## config.mk

```make
export PLATFORM = sky130hd
export DESIGN_NAME = apb_reg_bank
export DESIGN_NICKNAME = d
export VERILOG_FILES = /design/src/rtl/apb_reg_pkg.sv /design/src/rtl/apb_wait_cnt.sv /design/src/rtl/apb_reg_bank.sv
export SDC_FILE = /design/constraint.sdc
export NUM_CORES = 1
export LEC_CHECK = 0
export ABC_AREA = 1
export BUFFER_PORTS_ARGS = -buffer_cell sky130_fd_sc_hd__buf_2
export CORE_MARGIN = 3
export CORE_UTILIZATION = 25
export DETAILED_ROUTE_END_ITERATION = 16
export GPL_TIMING_DRIVEN = 0
export PLACE_DENSITY_LB_ADDON = 0.25
export SETUP_SLACK_MARGIN = 0.3
export SLEW_MARGIN = 10
export SYNTH_ARGS = -nofsm -noshare
export SYNTH_HDL_FRONTEND = slang
export SYNTH_SLANG_ARGS = --single-unit
export TNS_END_PERCENT = 20
```

## constraint.sdc

```tcl
create_clock -name PCLK -period 1.39 [get_ports PCLK]
set_input_delay 0.0695 -clock PCLK [delete_from_list [all_inputs] [get_ports PCLK]]
set_output_delay 0.0695 -clock PCLK [all_outputs]
set_load 0.01 [all_outputs]
```

## src/rtl/apb_reg_pkg.sv

```systemverilog
// rtl/apb_reg_pkg.sv - shared types and widths for the APB register bank
package apb_reg_pkg;

    // Transfer FSM: waiting for a setup phase, or inside the access phase
    typedef enum logic {
        IDLE   = 1'b0,
        ACCESS = 1'b1
    } state_t;

    // Wide enough for WAIT_STATES up to 15
    localparam int WAIT_CNT_W = 4;

    localparam int DEF_DWIDTH = 8;
    localparam int DEF_REGWN  = 5;
    localparam int DEF_REGRN  = 3;

endpackage

```

## src/rtl/apb_wait_cnt.sv

```systemverilog
// rtl/apb_wait_cnt.sv - loadable wait-state down-counter with zero flag
module apb_wait_cnt
    import apb_reg_pkg::*;
(
    input  logic                  PCLK,
    input  logic                  PRESETn,
    input  logic                  load,
    input  logic [WAIT_CNT_W-1:0] load_val,
    input  logic                  dec,
    output logic                  zero
);

    logic [WAIT_CNT_W-1:0] r_cnt;

    // Load wins over decrement; the count saturates at zero
    always_ff @(posedge PCLK or negedge PRESETn) begin
        if (!PRESETn) begin
            r_cnt <= '0;
        end else if (load) begin
            r_cnt <= load_val;
        end else if (dec && (r_cnt != '0)) begin
            r_cnt <= r_cnt - 1'b1;
        end
    end

    assign zero = (r_cnt == '0);

endmodule

```

## src/rtl/apb_reg_bank.sv

```systemverilog
// rtl/apb_reg_bank.sv - APB register bank with RW/RO registers, wait states and strobes
module apb_reg_bank
    import apb_reg_pkg::*;
#(
    parameter int                DWIDTH      = DEF_DWIDTH,
    parameter int                REGWN       = DEF_REGWN,
    parameter int                REGRN       = DEF_REGRN,
    parameter int                WAIT_STATES = 1,
    parameter logic [DWIDTH-1:0] RW_RESET    = '0
) (
    input  logic                    PCLK,
    input  logic                    PRESETn,
    input  logic                    PSEL,
    input  logic                    PENABLE,
    input  logic                    PWRITE,
    input  logic [DWIDTH-1:0]       PWDATA,
    input  logic [REGWN-1:0]        pselw,
    input  logic [REGRN-1:0]        pselr,
    input  logic [REGRN*DWIDTH-1:0] ro_data_i,
    output logic [DWIDTH-1:0]       PRDATA,
    output logic                    PREADY,
    output logic [REGWN*DWIDTH-1:0] rw_data_o,
    output logic [REGWN-1:0]        wr_pulse_o,
    output logic [REGRN-1:0]        rd_pulse_o
);

    state_t                        r_state;
    state_t                        w_next_state;
    logic                          r_is_read;
    logic [DWIDTH-1:0]             r_snap;
    logic [REGWN-1:0][DWIDTH-1:0]  r_rw;
    logic [REGWN-1:0]              r_wr_pulse;
    logic [REGRN-1:0]              r_rd_pulse;
    logic [DWIDTH-1:0]             w_rd_mux;
    logic                          w_zero;
    logic                          w_load;
    logic                          w_complete;

    assign w_load     = (r_state == IDLE) && PSEL && !PENABLE;
    assign w_complete = (r_state == ACCESS) && PSEL && PENABLE && w_zero;

    apb_wait_cnt u_wait_cnt (
        .PCLK     (PCLK),
        .PRESETn  (PRESETn),
        .load     (w_load),
        .load_val (WAIT_CNT_W'(WAIT_STATES)),
        .dec      (r_state == ACCESS),
        .zero     (w_zero)
    );

    // State register
    always_ff @(posedge PCLK or negedge PRESETn) begin
        if (!PRESETn) begin
            r_state <= IDLE;
        end else begin
            r_state <= w_next_state;
        end
    end

    // Next state: enter on setup, leave on completion or when PSEL drops (abort)
    always_comb begin
        w_next_state = r_state;
        case (r_state)
            IDLE:    if (PSEL && !PENABLE) w_next_state = ACCESS;
            ACCESS:  if (!PSEL || (PENABLE && w_zero)) w_next_state = IDLE;
            default: w_next_state = IDLE;
        endcase
    end

    // Outputs decoded from registered state only
    always_comb begin
        PREADY = (r_state == ACCESS) && w_zero;
        PRDATA = ((r_state == ACCESS) && r_is_read) ? r_snap : '0;
    end

    // Read mux: scanned high to low so the lowest index wins, RW over RO
    always_comb begin
        w_rd_mux = '0;
        for (int k = REGRN - 1; k >= 0; k--) begin
            if (pselr[k]) w_rd_mux = ro_data_i[k*DWIDTH +: DWIDTH];
        end
        for (int k = REGWN - 1; k >= 0; k--) begin
            if (pselw[k]) w_rd_mux = r_rw[k];
        end
    end

    // Capture direction and read data at setup so later RO changes are invisible
    always_ff @(posedge PCLK or negedge PRESETn) begin
        if (!PRESETn) begin
            r_is_read <= 1'b0;
            r_snap    <= '0;
        end else if (w_load) begin
            r_is_read <= !PWRITE;
            r_snap    <= PWRITE ? '0 : w_rd_mux;
        end
    end

    // RW register storage, written only on a completed write
    always_ff @(posedge PCLK or negedge PRESETn) begin
        if (!PRESETn) begin
            r_rw <= {REGWN{RW_RESET}};
        end else if (w_complete && !r_is_read) begin
            for (int k = 0; k < REGWN; k++) begin
                if (pselw[k]) r_rw[k] <= PWDATA;
            end
        end
    end

    // Single-cycle strobes following a completed transfer
    always_ff @(posedge PCLK or negedge PRESETn) begin
        if (!PRESETn) begin
            r_wr_pulse <= '0;
            r_rd_pulse <= '0;
        end else begin
            r_wr_pulse <= (w_complete && !r_is_read) ? pselw : '0;
            r_rd_pulse <= (w_complete &&  r_is_read) ? pselr : '0;
        end
    end

    assign rw_data_o  = r_rw;
    assign wr_pulse_o = r_wr_pulse;
    assign rd_pulse_o = r_rd_pulse;

endmodule

```

* After elaboration in Yosys (flattened, before gate mapping) *
Cells that the tools add are included.
W data, S select, Z words.

word-level totals
  input port bits = 45
  output and inout port bits = 57
  logic and storage cells = 55
  flip-flop bits (word level) = 62

operators by class
  bitwise logic cells = 1
  reductions and logical operators = 25
  multiplexer cells = 17
  $add $sub $neg = 1

operators with widths
  cell                   count
  $mux W8                10
  $logic_and A1 B1 Y1    12
  $reduce_and A2 Y1      5
  $mux W4                2
  $mux W5                1
  $logic_not A1 Y1       4
  $logic_not A4 Y1       1
  $reduce_bool A4 Y1     1
  $sub A4 B1 Y4 const B  1
  $mux W3                1
  $mux W1                2
  $pmux W1 S2            1
  $reduce_bool A2 Y1     1
  $logic_or A1 B1 Y1     1
  $not A1 Y1             1

* Depth between registers and ports, before layout *
  depth in word-level cells = 9
  gate-level depth with buffers = 12

* Cells and area by module *
Synthesis repeated with hierarchy kept, for this count alone.

unflattened totals
  cell total of the unflattened synthesis = 398
  area total of the unflattened synthesis = 3274.4 um^2

by module, submodules not included
  module        area an instance (um^2)  cells an instance  instances  sequential area each (um^2)
  apb_reg_bank  2979.1                   352                1          1451.4
  apb_wait_cnt  295.3                    46                 1          100.1

* Least setup slack after synthesis *
OpenSTA, ideal clock, no wires.

  kind = register to register
  from = register u_wait_cnt.r_cnt[0]
  to = register r_rw, in the netlist rw_data_o[32]
  period minus slack after synthesis = 1512 ps
  required time = 1267 ps
  buffers on the path = 1
  arrival time = 1388 ps
  stages on the path, launching flop included = 11
  path slack = -122 ps
  path through = dfrtp_1 -> inv_1 -> ha_1 -> nand3_2 -> clkinv_2 -> nand2_4 -> nor2_8 -> nand2_8 -> clkbuf_1 -> o21ai_0 -> nand2_1

on the way
  cells in the longest elaborated chain, start to end = 4

RTL lines
  item                         line                 source
  start: declaration           apb_wait_cnt.sv:13   logic [WAIT_CNT_W-1:0] r_cnt;
  start signal: assignment     apb_wait_cnt.sv:20   r_cnt <= load_val;
  start signal: assignment     apb_wait_cnt.sv:22   r_cnt <= r_cnt - 1'b1;
  $logic_not A4 Y1             apb_wait_cnt.sv:26   assign zero = (r_cnt == '0);
  $logic_and A1 B1 Y1          apb_reg_bank.sv:40   assign w_complete = (r_state == ACCESS) && PSEL && PENABLE && w_zero;
  $logic_and A1 B1 Y1          apb_reg_bank.sv:102  end else if (w_complete && !r_is_read) begin
  $reduce_and A2 Y1 (no line)  --
  end signal: assignment       apb_reg_bank.sv:101  r_rw <= {REGWN{RW_RESET}};
  end: declaration             apb_reg_bank.sv:31   logic [REGWN-1:0][DWIDTH-1:0] r_rw;

Every way passes these cells.
A chain may end at the register's enable or synchronous reset.

* Worst setup path in the final report *
  from = register u_wait_cnt.r_cnt[1]
  to = register r_rw, in the netlist rw_data_o[14]

The elaborated chain is that of the path after synthesis.

==> results.txt <==
Status: finished, violations left
Failing checks: setup timing
Post-Layout Cell Count: 724
Crit-path max cell delay: 380 ps
RSZ-0062 raised after global routing: yes
FF-to-FF setup slack: -190 ps
Met3 GRT Util: 0.04995
Pwr dens: 1610 nW/um2
Internal: 0.004772 W
Via count: 3097
# setup viols final: 53
Seq cells post-synth: 62
Startpoint Class: flip-flop
Synth cell types: 28
Min-Delay Path Class: in -> reg
Pins Over Slew Limit: 0
Critical path's slowest cell: dfrtp_1
Starting Density: 0.2567
Area growth syn-to-layout: 42.42%
Ys Warns: 0
Static Leak: 2.515 nW
CP Max Fanout: 7
Crit path top cell by count: nand2_1
Synth area leader: dfrtp_1
Iteration-0 DRC Markers: 191
Post-layout min period: 1583 ps
Synthesized cell area: 3253 um2
Syn Area/Cell: 7.746 um2
Layout cells sized above 1: 0.3551
Gr usage total: 0.1531
Post-synth EDFFs: 0
Slew HR: 0.4267
Net Sw Frac: 0.3603
WL/cell: 14.76 um
Clock tree sinks: 62
Global-route wire length before repair: 17150 um
Initial antenna violation count: 0
Antenna Nets Post-Route: 0
Peak supply drop: 0.5489 mV
Power share of the clock group: 0.277
Crit end category: flip-flop
Fin Hold WS: 54.94 ps
CP Cell Sequence: inv_2 > ha_4 > nand3_4 > clkinv_4 > nand2_4 > nor2_8 > nand2_8 > buf_12 > nor2_4 > nand2_1 > nand2_1
Die Y: 120.1 um
DR vias/cell: 4.278
Final period util: 1.139
Max Cap Violations: 0
Remaining Overflow, GRT: 0
Gate power share: 0.346
Die extent in x: 120.1 um
CTS Buffer Depth: 2
CTS tree: built
DP Wirelength: 7795 um
Psw: 0.002688 W
# rows: 41
Number of global-route vias before repair: 3217
WP data arrival: 1840 ps
GR Layer Usage met1: 0.2094
Post-Synthesis Cells: 420
Most frequent cells after synthesis: nand2_1, dfrtp_1, inv_1
Pre-antenna DRT Iters: 4
I/O pin count: 102
Most used DFF post-synth: dfrtp_1
Fin Clk Skew: 8.471 ps
Crit path kind: reg -> reg
Setup TNS: -6257 ps
Crit path required time: 1650 ps
Post-synth top area share: 0.4769
CTS Root Cell: clkbuf_16
Final hold vios: 0
Async set or reset register ratio after synthesis: 1.000
Most common cell in the synthesized netlist: nand2_1
N_diodes: 0
Number of buffers created by CTS: 9
Sequential share of power: 0.377
Drc violations: 0
Core area: 12670 um2
Fin worst setup slack: -193.0 ps
GR peak layer: met2
# fillers: 1361
Syn Nets: 467
CP top delay family: simple AND/OR/NAND/NOR gates
Worst-skew pair later-pin latency: 330 ps
Fmax: 631.7 MHz
Pin count of the biggest net entering global routing: 62
IO buf count: 95
Placed cell count: 688
CTS clk-pin slew, worst paths: 60 ps
Final wirelength: 10690 um
Measured slew at the worst slew-check pin: 860.0 ps
Layout Nets: 595
Sequential fraction of the synthesis area: 0.4769
Die area: 14420 um2
Met2 usage: 0.2339
H-tree depth: 3
Area contributors post-synth: dfrtp_1, nand2_1, o21ai_0
Worst path bufs/invs: 3
Gpl congestion: 0.8480
area by class of cell:
| type | count | area (um2) | area share |
|---|---|---|---|
| sequential | 62 | 1553 | 0.3351 |
| multi-input combinational | 288 | 1525 | 0.3292 |
| timing repair buffer | 115 | 714.4 | 0.1542 |
| buffer | 19 | 146.4 | 0.03160 |
| clock buffer | 11 | 252.7 | 0.05455 |
| clock inverter | 4 | 22.52 | 0.004861 |
| tap | 172 | 215.2 | 0.04645 |
| inverter | 53 | 203.9 | 0.04402 |
worst min-delay path, delay by kind of cell:
kind                   cells  cell delay, ps
and+or+nand+nor            2             120
buffers and inverters      1             160
cell families (layout without fill, tap and decap cells):
kind of cell | count (synthesis) | in the layout | synth area share
simple gates | 195 | 197 | 0.2712
compound gates | 88 | 88 | 0.1454
buf+inv | 72 | 202 | 0.09615
flops | 62 | 62 | 0.4769
fa+ha+maj | 2 | 2 | 0.007691
xor+xnor | 1 | 1 | 0.002693
final timing paths:
check,from,to,cells past startpoint
max in group asynchronous,PRESETn,rw_data_o[38]$_DFFE_PN0P_,3
setup / recovery,u_wait_cnt.r_cnt[1]$_DFFE_PN0P_,rw_data_o[14]$_DFFE_PN0P_,11
hold / removal,PWDATA[0],rw_data_o[32]$_DFFE_PN0P_,3
min in group asynchronous,PRESETn,rd_pulse_o[1]$_DFF_PN0_,2
hold reg to reg,r_snap[3]$_DFFE_PN0P_,r_snap[3]$_DFFE_PN0P_,2
setup reg to reg,u_wait_cnt.r_cnt[1]$_DFFE_PN0P_,rw_data_o[14]$_DFFE_PN0P_,11
power groups by stage:
stage / registers [W] / clock network (W) / logic (W)
finish: 0.00282 / 0.00207 / 0.00258
global route: 0.00289 / 0.00221 / 0.00292
CTS: 0.00281 / 0.00212 / 0.00247
detailed placement: 0.00283 / 0 / 0.00219
global placement: 0.00282 / 0 / 0.00217
floorplan: 0.00297 / 0 / 0.00104
cell usage in the layout (no fill, tap or decap), types with 13 or more instances in the layout:
cell type	Yosys	layout
nand2_2	1	16
buf_2	3	97
o21ai_1	2	25
nand3_1	16	16
o21ai_2	0	13
dfrtp_1	62	61
inv_1	46	44
nand2_1	150	134
nor2_1	17	17
a21oi_1	33	33
per-layer routing:
layer / share of wire / wire length (um) / vias up
met5: 0 / 0 / -
met2: 0.45 / 4862 / 70
met3: 0.053 / 569 / 9
met4: 0.011 / 119 / 0
met1: 0.48 / 5136 / 1435
li1: - / - / 1583
what timing repair did:
item	CTS	global route
pin swaps	15	12
endpoints found under the setup margin	70	70
cloned	5	1
hold buffers	2	0
gates resized for setup	47	41
buffers inserted	10	3
endpoints found under the hold margin	63	0
stage by stage:
stage	worst slack (ps)	power [W]	util	instance area [um2]
final	-193.0	0.007461	0.3657	4633
after global routing	-307.4	0.008029	0.3657	4633
after CTS	-182.5	0.007407	0.3555	4504
after detailed placement	-307.2	0.005026	0.3137	3975
after global placement	-292.5	0.004985	0.3113	3945
after floorplan	-102.7	0.004008	-	3254
sequential cells by signal, summed over array words and instances, names as in the netlist:
register	count
wr_pulse_o	5
rd_pulse_o	3
r_is_read	1
u_wait_cnt.r_cnt	4
r_state	1
rw_data_o	40
r_snap	8
(Power assumes the default switching activity.)
